[src/rtl/bcp_pkg.sv]
// Shared types for the BCP clause walker: literals, node pointers,
// clause nodes and the walker FSM state.
`ifndef LIT_IDX_MAX
`define LIT_IDX_MAX 16
`endif

package bcp_pkg;
    localparam int DEPTH       = 16;
    localparam int CLAUSE_W    = 3;
    localparam int LIT_IDX_MAX = `LIT_IDX_MAX;
    localparam int PTR_W       = $clog2(DEPTH);
    localparam int LIT_W       = $clog2(LIT_IDX_MAX) + 1;

    typedef logic [PTR_W-1:0] ptr_t;
    typedef logic signed [LIT_W-1:0] lit_t;

    localparam ptr_t NULL_PTR = '0;

    typedef struct packed {
        lit_t [CLAUSE_W-1:0] lit;
        ptr_t                next;
    } node_t;

    typedef enum logic [1:0] {
        S_IDLE,
        S_WALK,
        S_EMIT,
        S_DONE
    } bcp_state_e;
endpackage

[src/rtl/bcp_walker_clause_eval.sv]
// Combinational clause classifier: satisfied, conflicting or unit
// under the current partial variable assignment.
module clause_eval
    import bcp_pkg::*;
(
    input  lit_t [CLAUSE_W-1:0]     lit,
    input  logic [LIT_IDX_MAX-1:0]  var_assigned,
    input  logic [LIT_IDX_MAX-1:0]  var_value,
    output logic                    sat,
    output logic                    conflict,
    output logic                    unit,
    output lit_t                    unit_lit
);
    logic [CLAUSE_W-1:0] s_true;
    logic [CLAUSE_W-1:0] s_unas;

    // Shifting by |lit| keeps out-of-range indices reading as unassigned.
    for (genvar i = 0; i < CLAUSE_W; i++) begin : g_slot
        logic [LIT_W-1:0]       mag;
        logic [LIT_IDX_MAX-1:0] a_sh;
        logic [LIT_IDX_MAX-1:0] v_sh;
        logic                   nz;

        assign mag  = lit[i][LIT_W-1] ? LIT_W'(-lit[i]) : LIT_W'(lit[i]);
        assign a_sh = var_assigned >> mag;
        assign v_sh = var_value >> mag;
        assign nz   = (lit[i] != '0);
        assign s_unas[i] = nz && !a_sh[0];
        assign s_true[i] = nz && a_sh[0] && (v_sh[0] == !lit[i][LIT_W-1]);
    end

    always_comb begin
        unit_lit = '0;
        for (int i = 0; i < CLAUSE_W; i++) begin
            if (s_unas[i]) unit_lit = lit[i];
        end
        sat      = |s_true;
        unit     = !sat && ($countones(s_unas) == 1);
        conflict = !sat && (s_unas == '0);
    end
endmodule

[src/rtl/bcp_walker.sv]
// Walks a clause linked list one node per cycle, emitting unit
// implications and stopping on conflict, list end or walk overrun.
module bcp_walker
    import bcp_pkg::*;
#(
    parameter int MAX_WALK = 16
) (
    input  logic                   clk,
    input  logic                   rst_n,
    input  ptr_t                   clq2bcp_init_ptr,
    input  logic                   clq2bcp_init_ptr_valid,
    output ptr_t                   bcp2clq_cnf_idx,
    input  node_t                  clq2bcp_node_out,
    input  logic [LIT_IDX_MAX-1:0] var_assigned,
    input  logic [LIT_IDX_MAX-1:0] var_value,
    output logic                   bcp_ready,
    output lit_t                   bcp2ucq_imp_lit,
    output logic                   bcp2ucq_imp_valid,
    input  logic                   ucq2bcp_imp_ready,
    output logic                   bcp_conflict,
    output logic                   bcp_overrun,
    output logic                   bcp_done
);
    localparam int CNT_W = $clog2(MAX_WALK) + 1;
    localparam logic [CNT_W-1:0] WALK_LAST = CNT_W'(MAX_WALK - 1);

    bcp_state_e       state;
    ptr_t             cur_ptr;
    logic [CNT_W-1:0] walk_cnt;

    logic ev_sat;
    logic ev_conflict;
    logic ev_unit;
    lit_t ev_lit;
    logic adv;
    ptr_t adv_ptr;

    clause_eval u_eval (
        .lit          (clq2bcp_node_out.lit),
        .var_assigned (var_assigned),
        .var_value    (var_value),
        .sat          (ev_sat),
        .conflict     (ev_conflict),
        .unit         (ev_unit),
        .unit_lit     (ev_lit)
    );

    assign bcp2clq_cnf_idx = (state == S_WALK) ? cur_ptr : NULL_PTR;

    // In EMIT the successor pointer was already captured into cur_ptr.
    assign adv = ((state == S_WALK) && (ev_sat || !(ev_conflict || ev_unit)))
              || ((state == S_EMIT) && ucq2bcp_imp_ready);
    assign adv_ptr = (state == S_EMIT) ? cur_ptr : clq2bcp_node_out.next;

    always_ff @(posedge clk) begin
        if (rst_n) begin
            state             <= S_IDLE;
            cur_ptr           <= NULL_PTR;
            walk_cnt          <= '0;
            bcp_ready         <= 1'b1;
            bcp2ucq_imp_lit   <= '0;
            bcp2ucq_imp_valid <= 1'b0;
            bcp_conflict      <= 1'b0;
            bcp_overrun       <= 1'b0;
            bcp_done          <= 1'b0;
        end else begin
            bcp_conflict <= 1'b0;
            bcp_overrun  <= 1'b0;
            bcp_done     <= 1'b0;
            unique case (state)
                S_IDLE: begin
                    if (clq2bcp_init_ptr_valid) begin
                        cur_ptr   <= clq2bcp_init_ptr;
                        walk_cnt  <= '0;
                        bcp_ready <= 1'b0;
                        if (clq2bcp_init_ptr == NULL_PTR) begin
                            state    <= S_DONE;
                            bcp_done <= 1'b1;
                        end else begin
                            state <= S_WALK;
                        end
                    end
                end
                S_WALK: begin
                    if (ev_conflict) begin
                        bcp_conflict <= 1'b1;
                        bcp_done     <= 1'b1;
                        state        <= S_DONE;
                    end else if (ev_unit) begin
                        bcp2ucq_imp_lit   <= ev_lit;
                        bcp2ucq_imp_valid <= 1'b1;
                        cur_ptr           <= clq2bcp_node_out.next;
                        state             <= S_EMIT;
                    end
                end
                S_EMIT: begin
                    if (ucq2bcp_imp_ready) bcp2ucq_imp_valid <= 1'b0;
                end
                S_DONE: begin
                    bcp_ready <= 1'b1;
                    state     <= S_IDLE;
                end
            endcase
            if (adv) begin
                walk_cnt <= walk_cnt + CNT_W'(1);
                cur_ptr  <= adv_ptr;
                if (adv_ptr == NULL_PTR || walk_cnt == WALK_LAST) begin
                    bcp_overrun <= (adv_ptr != NULL_PTR);
                    bcp_done    <= 1'b1;
                    state       <= S_DONE;
                end else begin
                    state <= S_WALK;
                end
            end
        end
    end
endmodule

[config.mk]
export PLATFORM = sky130hd
export DESIGN_NAME = bcp_walker
export DESIGN_NICKNAME = d
export VERILOG_FILES = /design/src/rtl/bcp_pkg.sv /design/src/rtl/bcp_walker_clause_eval.sv /design/src/rtl/bcp_walker.sv
export SDC_FILE = /design/constraint.sdc
export NUM_CORES = 1
export LEC_CHECK = 0
export BUFFER_PORTS_ARGS = -buffer_cell sky130_fd_sc_hd__buf_4
export CORE_MARGIN = 1.5
export CORE_UTILIZATION = 58
export CTS_CLUSTER_DIAMETER = 80
export DETAILED_ROUTE_END_ITERATION = 8
export GPL_ROUTABILITY_DRIVEN = 0
export PLACE_DENSITY_LB_ADDON = 0.25
export SLEW_MARGIN = 20
export SYNTH_ARGS = -nofsm -noshare
export SYNTH_HDL_FRONTEND = slang
export SYNTH_SLANG_ARGS = --single-unit
[constraint.sdc]
create_clock -name clk -period 13.9 [get_ports clk]
set_input_delay 1.39 -clock clk [delete_from_list [all_inputs] [get_ports clk]]
set_output_delay 1.39 -clock clk [all_outputs]
set_load 0.01 [all_outputs]
==> results.toml <==
[global_route]
grt_pass1_wl_um = 11900
grt_pass1_vias = 2661
grt_busiest_layer = "met2"
grt_max_degree = 26
grt_usage_pct = 28.9
use_met3_pct = 4.13
grt_antenna_before_repair = 0
met2_usage_pct = 52.0
met1_usage_pct = 34.7
grt-ovfl-total = 0

[synthesis]
ys_warn_count = 0
synthAdderAreaFrac_pct = 6.81
yosysSeqAreaShare_pct = 15.7
synth-simple-area-share_pct = 21.6
synth_area_per_cell_um2 = 8.88
synthXorXnorAreaFrac_pct = 4.20
synthCells = 302
async_flop_share_pct = 0
synth_compound_area_share_pct = 16.1
syn-cell-area_um2 = 2680
synth_top_flop_cell = "dfxtp_1"
ys_ff_latch = 21
synthMuxAreaShare_pct = 30.6
synth_fp_nets = 375
synth_cell_types = 57
synth_top_family_by_area = "multiplexers"
synth_edf_count = 0

[sta]
final.setup_skew_ns = 0.00400
setup_viol = 0
slew_headroom_pct = 26.4
fin_crit_sh_pct = 42.1
drv_slew = 0
setup-tns-final_ns = 0
fmax_mhz = 171
rsz0062_at_grt = "no"
finalHoldViolations = 0
tightest_slew_ns = 1.09
post-route-min-period_ns = 5.85

[floorplan]
design.die.area_um2 = 5040
dieHeight_um = 71.0
core_area_um2 = 4410
initial_core_util_pct = 60.7
rows = 24
io_pins = 73
die_x_um = 71.0

[power_and_ir_drop]
vdd_drop_max_v = 0.0000597
power_mw = 0.333
p_per_area_nw_per_um2 = 102
leakage_nw = 1.43

[cells_and_area]
nets = 437
seq_area_um2 = 420
final.fill_count = 338
diodes = 0
stdcell_area_um2 = 3260
layout_commonest_cell = "buf_4"
drive_gt1_share_pct = 29.5
layout_common_cells = "buf_4 (72), nor2_1 (29), mux2i_1 (25), nand2_1 (21), dfxtp_1 (21)"
synthToLayoutAreaGrowth_pct = 21.5
multi_input_area_um2 = 2130

[clock_tree]
cts_buffers = 3
cts_setup_buffers = 0
clk_pin_slew_ns = 0.08
clk_path_buf_depth = 2
clock_latency_ns = 0.26
hold_buffers = 0
clkSinkCount = 21
htreeDepth = 1
cts_resized = 0
cts_root_buffer = "clkbuf_8"
cts_tree = "built"

[worst_hold_path]
hold_class = "reg -> reg"

[route]
drc = 0
wirelength_um = 7050
ant_nets = 0
vias = 2655
dr.pass1.iters = 4
drt_iter0_drc = 170
vias_per_cell = 6.40
wire_per_inst_um = 17.0

[setup_path]
crit_path_start_kind = "input pin"
cp_common_cell = "ha_1"
crit_fanout = 15
cp_slowest_stage_delay_ns = 0.88
crit_path_cell_trace = "buf_4 > inv_1 > ha_1 > mux2i_4 > mux4_1 > o22a_1 > nand3_1 > o21a_1 > ha_1 > ha_1 > ha_1 > nor2_1 > and2_1 > o21ai_0 > o41ai_2 > o21ai_0 > o211ai_1 > o32ai_1"
crit_type = "in -> reg"
endpoint_kind = "flip-flop"
crit_slowest_cell = "o41ai_2"
arrival_ns = 6.00
cp_data_required_time_ns = 14.04

[placement]
dpl_cell_area_um2 = 3210
dp_hpwl_um = 5780
io_buffer_count = 72

[status]
status = "finished, final reports clean"

[job]
drv_cap = 0
[per-stage QoR]
stage                     hold WS, ns  instances  setup slack (ns)  util, %
after floorplan                 0.464        302              8.26        -
after global placement          0.479        411              8.02     72.8
after detailed placement        0.490        411              7.84     72.8
after CTS                       0.502        415              8.10     73.8
after global routing            0.528        415              7.75     73.8
final                           0.498        415              8.05     73.8
[metal layers]
layer,routed length (um),part of all wire (%),up-vias
met5,0,0,-
met4,207,2.9,0
met3,427,6.1,24
met2,3580,51,127
met1,2830,40,1246
li1,-,-,1258
[state kept, by name, indices dropped and copies added (netlist names)]
name / count
bcp_done: 1
bcp2ucq_imp_valid: 1
state: 2
bcp_ready: 1
walk_cnt: 5
cur_ptr: 4
bcp_overrun: 1
bcp2ucq_imp_lit: 5
bcp_conflict: 1
[power breakdown]
part	switching, mW	total, mW	internal [mW]
logic	0.115	0.212	0.0966
registers	0.00890	0.0818	0.0729
clock network	0.0192	0.0396	0.0204
total	0.143	0.333	0.190
[kinds of logic after synthesis]
| group | after synthesis |
|---|---|
| AO/OA/AOI/OAI | 64 |
| buffers and inverters | 31 |
| adder cells (fa/ha/maj) | 14 |
| multiplexers | 51 |
| AND/OR/NAND/NOR | 112 |
| flip-flops | 21 |
| XOR/XNOR | 9 |
[final cells by class]
type	count	share of cell area, %
Timing Repair Buffer	72	16.6
Multi-Input combinational cell	250	65.3
Tap cell	52	2.00
Clock buffer	4	1.38
Sequential cell	21	12.9
Inverter	16	1.84
[path summary, 6_finish.rpt]
path	start	end	slack (ns)	depth (start not counted)
setup / recovery	clq2bcp_node_out[4]	cur_ptr[3]	8.05	18
hold / removal	walk_cnt[1]	walk_cnt[1]	0.50	2
setup reg to reg	state[0]	cur_ptr[3]	11.23	8
hold reg to reg	walk_cnt[1]	walk_cnt[1]	0.50	2
[worst max-delay path: cells and delay by family]
family	cells	cell delay, ns
AOI/OAI and AO/OA	7	2.03
muxes	2	0.95
and+or+nand+nor	3	0.38
buffers and inverters	2	0.27
adders and majority gates	4	0.96
[synth_stat cells, types with 2 or more instances]
master / instances / share of area, %
nor2_1: 29 / 4.1
mux2i_1: 25 / 9.3
dfxtp_1: 21 / 16
nand2_1: 21 / 2.9
a21oi_1: 16 / 3.0
inv_1: 16 / 2.2
mux4_2: 16 / 13
ha_1: 13 / 6.1
nand3_1: 11 / 2.1
o21ai_0: 11 / 2.1
nand2b_1: 9 / 2.1
and2_1: 8 / 1.9
buf_2: 8 / 1.5
a31oi_1: 6 / 1.4
clkbuf_1: 6 / 0.84
nor2b_1: 6 / 1.4
nor3_1: 6 / 1.1
or4_1: 6 / 1.7
xnor2_1: 5 / 1.6
and3_1: 4 / 0.93
mux4_1: 4 / 3.9
a22oi_1: 3 / 0.84
mux2i_4: 3 / 2.5
nand3b_1: 3 / 0.84
o21a_1: 3 / 0.84
o31ai_1: 3 / 0.84
a21boi_0: 2 / 0.56
a21oi_2: 2 / 0.65
mux2_2: 2 / 0.84
nand4_1: 2 / 0.47
nor3b_1: 2 / 0.56
o21bai_1: 2 / 0.56
o22a_1: 2 / 0.65
o22ai_1: 2 / 0.47
xnor2_2: 2 / 1.2
(Power assumes the default switching activity.)
